## config.mk

```make
export PLATFORM = sky130hd
export DESIGN_NAME = boot_stream_loader
export DESIGN_NICKNAME = d
export VERILOG_FILES = /design/src/rtl/boot_stream_loader.sv
export SDC_FILE = /design/constraint.sdc
export NUM_CORES = 1
export LEC_CHECK = 0
export CAP_MARGIN = 20
export CORE_MARGIN = 8
export CORE_UTILIZATION = 50
export DETAILED_ROUTE_END_ITERATION = 8
export PLACE_DENSITY_LB_ADDON = 0.3
export SYNTH_ARGS = -nofsm -noshare
export SYNTH_HDL_FRONTEND = slang
export SYNTH_SLANG_ARGS = --single-unit
```

## constraint.sdc

```tcl
create_clock -name clock -period 4.5 [get_ports clock]
set_clock_uncertainty 0.05 [all_clocks]
set_input_delay 0.9 -clock clock [delete_from_list [all_inputs] [get_ports clock]]
set_output_delay 0.9 -clock clock [all_outputs]
set_load 0.005 [all_outputs]
```

## src/rtl/boot_stream_loader.sv

```systemverilog
// boot_stream_loader: deserialises a framed boot image (length header,
// N payload words, checksum word) from an asynchronous strobe/data pin pair.
// Each payload word is presented with an auto-incrementing address and a
// one-cycle write strobe. Sticky done/error flags report the frame outcome.
module boot_stream_loader #(
  parameter int WORD_WIDTH     = 32,
  parameter int ADDR_WIDTH     = 12,
  parameter int LSB_FIRST      = 0,
  parameter int TIMEOUT_CYCLES = 1024
) (
  input  logic                  clock,
  input  logic                  reset,
  input  logic                  dataOnPin,
  input  logic                  dataPin,
  output logic                  ready,
  output logic [WORD_WIDTH-1:0] out,
  output logic [ADDR_WIDTH-1:0] addr,
  output logic                  busy,
  output logic                  done,
  output logic                  error
);

  localparam int BCW = $clog2(WORD_WIDTH + 1);
  localparam int TCW = $clog2(TIMEOUT_CYCLES + 1);
  localparam int IW  = ADDR_WIDTH + 1;
  // Wide enough to hold both a full header word and 2^ADDR_WIDTH.
  localparam int CW  = (WORD_WIDTH > IW) ? WORD_WIDTH : IW;

  localparam logic [BCW-1:0] LAST_BIT     = BCW'(WORD_WIDTH - 1);
  localparam logic [TCW-1:0] TIMEOUT_LAST = TCW'(TIMEOUT_CYCLES - 1);
  localparam logic [CW-1:0]  MAX_LEN      = CW'(1) << ADDR_WIDTH;
  localparam logic [IW-1:0]  IDX_ONE      = IW'(1);

  typedef enum logic [2:0] {
    ST_HDR   = 3'd0,
    ST_LOAD  = 3'd1,
    ST_CHECK = 3'd2,
    ST_DONE  = 3'd3,
    ST_ERR   = 3'd4
  } state_t;

  state_t                state_r;
  logic                  on_s1_r, on_s2_r, on_s3_r;
  logic                  dat_s1_r, dat_s2_r;
  logic [WORD_WIDTH-1:0] shift_r;
  logic [BCW-1:0]        bit_cnt_r;
  logic [TCW-1:0]        idle_cnt_r;
  logic [WORD_WIDTH-1:0] sum_r;
  logic [IW-1:0]         index_r;
  logic [IW-1:0]         len_r;

  logic                  bit_event_s;
  logic                  word_done_s;
  logic [WORD_WIDTH-1:0] next_word_s;
  logic [CW-1:0]         len_ext_s;

  assign bit_event_s = on_s2_r & ~on_s3_r;
  assign word_done_s = bit_event_s & (bit_cnt_r == LAST_BIT);
  assign len_ext_s   = CW'(next_word_s);

  // Shift register contents after absorbing the current synchronised data bit.
  always_comb begin
    next_word_s = shift_r;
    if (LSB_FIRST != 0) begin
      next_word_s = {dat_s2_r, shift_r[WORD_WIDTH-1:1]};
    end else begin
      next_word_s = {shift_r[WORD_WIDTH-2:0], dat_s2_r};
    end
  end

  // Two-flop synchronisers on both pins plus an edge-detect flop on the strobe.
  always_ff @(posedge clock) begin
    if (!reset) begin
      on_s1_r  <= 1'b0;
      on_s2_r  <= 1'b0;
      on_s3_r  <= 1'b0;
      dat_s1_r <= 1'b0;
      dat_s2_r <= 1'b0;
    end else begin
      on_s1_r  <= dataOnPin;
      on_s2_r  <= on_s1_r;
      on_s3_r  <= on_s2_r;
      dat_s1_r <= dataPin;
      dat_s2_r <= dat_s1_r;
    end
  end

  // Deserialiser with idle timeout that drops a stalled partial word.
  always_ff @(posedge clock) begin
    if (!reset) begin
      shift_r    <= '0;
      bit_cnt_r  <= '0;
      idle_cnt_r <= '0;
    end else if (bit_event_s) begin
      shift_r    <= next_word_s;
      idle_cnt_r <= '0;
      if (word_done_s) begin
        bit_cnt_r <= '0;
      end else begin
        bit_cnt_r <= bit_cnt_r + BCW'(1);
      end
    end else if (bit_cnt_r != '0) begin
      if (idle_cnt_r == TIMEOUT_LAST) begin
        shift_r    <= '0;
        bit_cnt_r  <= '0;
        idle_cnt_r <= '0;
      end else begin
        idle_cnt_r <= idle_cnt_r + TCW'(1);
      end
    end else begin
      idle_cnt_r <= '0;
    end
  end

  // Frame FSM: header, payload words, checksum; outputs registered.
  always_ff @(posedge clock) begin
    if (!reset) begin
      state_r <= ST_HDR;
      ready   <= 1'b0;
      out     <= '0;
      addr    <= '0;
      busy    <= 1'b0;
      done    <= 1'b0;
      error   <= 1'b0;
      sum_r   <= '0;
      index_r <= '0;
      len_r   <= '0;
    end else begin
      ready <= 1'b0;
      if (word_done_s) begin
        case (state_r)
          ST_HDR: begin
            if (len_ext_s > MAX_LEN) begin
              error   <= 1'b1;
              state_r <= ST_ERR;
            end else if (len_ext_s == '0) begin
              sum_r   <= '0;
              busy    <= 1'b1;
              state_r <= ST_CHECK;
            end else begin
              len_r   <= len_ext_s[IW-1:0];
              index_r <= '0;
              sum_r   <= '0;
              busy    <= 1'b1;
              state_r <= ST_LOAD;
            end
          end
          ST_LOAD: begin
            out     <= next_word_s;
            addr    <= index_r[ADDR_WIDTH-1:0];
            ready   <= 1'b1;
            sum_r   <= sum_r + next_word_s;
            index_r <= index_r + IDX_ONE;
            if ((index_r + IDX_ONE) == len_r) begin
              state_r <= ST_CHECK;
            end else begin
              state_r <= ST_LOAD;
            end
          end
          ST_CHECK: begin
            busy <= 1'b0;
            if (next_word_s == sum_r) begin
              done    <= 1'b1;
              state_r <= ST_DONE;
            end else begin
              error   <= 1'b1;
              state_r <= ST_ERR;
            end
          end
          ST_DONE: begin
            state_r <= ST_DONE;
          end
          ST_ERR: begin
            state_r <= ST_ERR;
          end
          default: begin
            // Unreachable encoding: fail safe into the error state.
            busy    <= 1'b0;
            done    <= 1'b0;
            error   <= 1'b1;
            state_r <= ST_ERR;
          end
        endcase
      end
    end
  end

endmodule

```

* Yosys cells after proc, flatten, opt, wreduce, memory -nomap -nowiden
Cells that the tools add are included.
** Word-level totals
- Bits in registers :: 162
- Memory bits (read-only) :: 0
- Input bits :: 4
- Memories kept :: 0
- Memory bits (writable) :: 0
- Output and inout port bits :: 48
- Bits in latches :: 0
- Word-level logic and storage cells :: 88
** Operators by class
- $lt $le $gt $ge :: 1
- Add/sub/neg operators :: 4
- Divide/modulo/power cells :: 0
- Bitwise gates (word level) :: 9
- Shift-type cells :: 0
- Reductions and logical operators :: 18
- Equal/unequal tests :: 13
- $mul :: 0
- Mux-type cells :: 25
** Operators with widths (number)
- 31-bit 2-to-1 mux :: 3
- 32-bit case mux with 2 select lines :: 1
- 32-bit adder :: 1
- 32-bit equality test :: 1
- 32-bit by 13-bit > comparator with 1-bit output, second input constant :: 1
- 32-bit logical NOT :: 1
- 32-bit 2-to-1 mux :: 1
- 13-bit 2-to-1 mux :: 2
- 13-bit case mux with 2 select lines :: 1
- 6-bit 2-to-1 mux :: 4
- 13-bit by 1-bit adder with 13-bit output, second input constant :: 1
- 13-bit equality test :: 1
- 3-bit case mux with 4 select lines :: 1
- 4-bit AND reduction :: 3
- 11-bit by 1-bit adder with 11-bit output, second input constant :: 1
- 11-bit by 10-bit equality test with 1-bit output, second input constant :: 1
- 2-bit != test, second input constant :: 5
- 3-bit AND reduction :: 3
- 4-bit OR reduction :: 2
- 1-bit NOT :: 7
- 6-bit by 1-bit adder with 6-bit output, second input constant :: 1
- 3-bit by 2-bit equality test with 1-bit output, second input constant :: 2
- 6-bit by 5-bit equality test with 1-bit output, second input constant :: 1
- 3-bit 2-to-1 mux :: 2
- 12 further kinds :: 23

* Depth between registers and ports, before layout
- Depth in word-level cells :: 5
- Gate-level depth with buffers :: 11
- Mapped depth without buffers :: 11

* Least setup slack after synthesis
Ideal clock, no wire load.
- Kind :: flip-flop to flip-flop
- From :: reg dat_s2_r
- To :: reg sum_r[30]
- Stages on the path, launching flop included :: 12
- Buffers on the path :: 0
- Library setup time :: 125 ps
- Setup slack :: 1742 ps
- Data arrival time :: 2583 ps
- Clock period less this slack :: 2758 ps
- Required time :: 4325 ps
- Path through :: dfxtp_1 -> ha_1 -> fa_1 -> a21o_1 -> nand3_2 -> a31oi_4 -> a311o_2 -> a21oi_4 -> o31ai_2 -> a311oi_2 -> xor2_1 -> o21ai_1
** Between the ends
- Longest elaborated chain between the ends :: 3
- Elaborated cells on any way between the ends :: 5
- Classes of those cells :: add/sub (1); order compare (1); eq/ne (1); mux (1); reduce/logical (1)
** Ends and longest elaborated chain
- from (decl) :: line 44 : logic dat_s1_r, dat_s2_r;
- from (signal assigned) :: line 84 : dat_s2_r <= dat_s1_r;
- 32-bit by 13-bit > comparator with 1-bit output :: line 133 : if (len_ext_s > MAX_LEN) begin
- 2-bit != test (no source line)
- 3-bit AND reduction (no source line)
- to (signal assigned) :: line 152 : sum_r <= sum_r + next_word_s;
- to (decl) :: line 48 : logic [WORD_WIDTH-1:0] sum_r;
Parallel ways exist; a longest one is shown, timed or not.
A chain may end at the register's enable or synchronous reset.

* Worst setup path in the final report
- From :: reg shift_r[22]
- To :: reg sum_r[31]
** Between the ends
- Longest elaborated chain between the ends :: 3
- Elaborated cells on any way between the ends :: 5
- Classes of those cells :: add/sub (1); order compare (1); eq/ne (1); mux (1); reduce/logical (1)
** Ends and longest elaborated chain
- from (decl) :: line 45 : logic [WORD_WIDTH-1:0] shift_r;
- from (signal assigned) :: line 95 : shift_r <= next_word_s;
- 32-bit by 13-bit > comparator with 1-bit output :: line 133
- 2-bit != test (no source line)
- 3-bit AND reduction (no source line)
Parallel ways exist; a longest one is shown, timed or not.

==> metrics.cfg <==
[layout]
area_growth_syn_to_layout_pct = 14.0
post-route-util = 0.578
drive_above_1_share = 0.0663
n_antenna_cell = 0
fin_area_um2 = 9510
nets = 1037

[synthesis]
synth-simple-area-share = 0.238
synthAdderAreaFrac = 0.0549
synth_compound_area_frac = 0.205
synth_edf_count = 0
syn_avg_cell_area_um2 = 8.44
ys_seq_area_frac = 0.389
synthMuxAreaShare = 0.0217
synth.most_common_cell = nand2_1
syn_inst = 988
synth_fp_nets = 1028
synth_top_family_by_area = simple AND/OR/NAND/NOR gates
synth_ff_type = dfxtp_1
syn_area_um2 = 8340
yosys-top-cells-count = nand2_1, dfxtp_1, nor2b_1
synth_top_cell_by_area = dfxtp_1
ys_types = 75
yosysTopAreaCellShare = 0.389
synthXorXnorAreaFrac = 0.0556
yosys-top-cells-area = dfxtp_1, nand2_1, nor2b_1, ha_1, a21boi_0
ys_ff_latch = 162
ys_warn_count = 0
synthArstFlopShare = 0

[sta]
relSlewSlack = 0.435
fmax_ghz = 0.313
rsz0062_at_grt = false
tns_ps = 0
finalHoldViolCount = 0
fin_hold_ws_ps = 387
drv_slew = 0
fin_crit_sh = 0.710
setup_ws_ps = 1310
min_period_ps = 3190
final-setup-viol-count = 0
tightest_slew_ps = 848

[worst_setup_path]
r2r_start = shift_r[22]
crit_start = shift_r[22]
setup.worst_path.start_class = register
critPathArrivalTime_ps = 3460
crit_path_end_kind = register
worst_r2r_path_depth = 8
crit_fanout = 20
path_class = reg -> reg
cp_data_required_time_ps = 4770

[floorplanning]
initial_utilization = 0.507
die_area_um2 = 21100
num_rows = 47
die_w_um = 145
coreArea_um2 = 16500
io_pins = 52
die_y_um = 145

[clock_tree]
post_cts_resized = 0
clock_latency_ps = 430
cts_hold_buf = 0
post_cts_buffers = 0
cts_root_buffer = clkbuf_16
cts.sink_count = 162
cts_buffer_depth = 2
h-tree-depth = 4
cts_tree = yes
clkTransAtPathRegs_ps = 70
cts_buffers = 17

[grt]
track_usage = 0.183
antenna_found_initial = 0
grt_max_degree = 74
global_route.usage.met3 = 0.0392
grt_pass1_vias = 6703
grt_pass1_wl_um = 32500
use_met2 = 0.307
busiest_layer = met2
grt_use_met1 = 0.222
grt_overflow_total = 0

[drt]
vias_per_cell = 5.66
drtIter0Drc = 466
dr.pass1.iters = 5
vias = 6964
wire_per_inst_um = 15.7
drc = 0
drtAntennaViolNets = 0
wl_um = 19300

[pwr]
power.density_nw_per_um2 = 317
p_leak_nw = 3.57
vdd_drop_max_mv = 0.249

[placed_design]
place_ws_ps = 1420
place.gp.congestion = 0.880
io_buffers = 51
dp_hpwl_um = 12800
placed_cell_area_um2 = 8890

[flow_run]
cap_violations = 0

[hold_path]
hold_depth = 1
hold_path.class = reg -> reg
hold_start = on_s1_r

[status]
outcome = completed

## placed cells by master, fill, tap and decap left out, drive strengths merged, types with 24 or more instances in the layout
cell type,instances
nand2,165
dfxtp,162
nor2b,72
o21ai,56
clkdlybuf4s50,50
a21oi,50
a21boi,50
nor2,42
a22oi,37
ha,35
xor2,27
xnor2,26
nand3,24
## kinds of logic after synthesis
| group | count (synthesis) |
|---|---|
| muxes | 18 |
| DFF | 162 |
| adders and majority gates | 36 |
| xor gates and xnor gates | 53 |
| and+or+nand+nor | 396 |
| AOI/OAI and AO/OA | 250 |
| buffers and inverters | 73 |
## report_power, final
part | internal (mW) | total [mW] | leakage [nW] | switching [mW]
clock network | 0.929 | 1.52 | 0.301 | 0.587
registers | 1.44 | 1.44 | 1.31 | 0.00238
logic | 0.0229 | 0.0577 | 1.96 | 0.0348
total | 2.39 | 3.01 | 3.57 | 0.624
## cell type report
cell class                      count  area (µm²)
Tap cell                          220         275
Sequential cell                   162        3240
Multi-Input combinational cell    753        4800
Fill cell                        1512        6960
Inverter                            7        27.5
Clock buffer                       19         433
Clock inverter                     13         183
Timing Repair Buffer               56         546
## stage by stage
stage	cells	total power, mW
floorplan	988	1.51
global placement	1198	1.53
CTS	1230	3.04
finish	1230	3.01
detailed placement	1198	1.53
global route	1230	3.10
## critical path: stages, from the launching register on
cell and delay, ps:
dfxtp_1 360, nor4_1 530, nand4_1 220, nor4_2 270, a21boi_2 330, o211ai_4 240, and2_1 540, or2_0 340
a32o_1 200
## sequential cells by signal, summed over array words and instances (netlist names)
register,flops
dat_s1_r,1
sum_r,32
out,32
bit_cnt_r,6
dat_s2_r,1
on_s2_r,1
index_r,13
busy,1
shift_r,31
idle_cnt_r,11
len_r,13
on_s3_r,1
addr,12
on_s1_r,1
error,1
state_r,3
done,1
ready,1
## per-layer routing
layer / part of all wire / vias up
met5: 0 / -
met4: 0.025 / 0
met3: 0.041 / 35
met2: 0.47 / 147
met1: 0.46 / 3293
li1: - / 3489
## final timing paths
kind | end | slack [ps]
worst max-delay path | sum_r[31] | 1310
worst min register to register | on_s2_r | 390
worst min-delay path | on_s2_r | 390
worst max register to register | sum_r[31] | 1310
(Power assumes the default switching activity.)
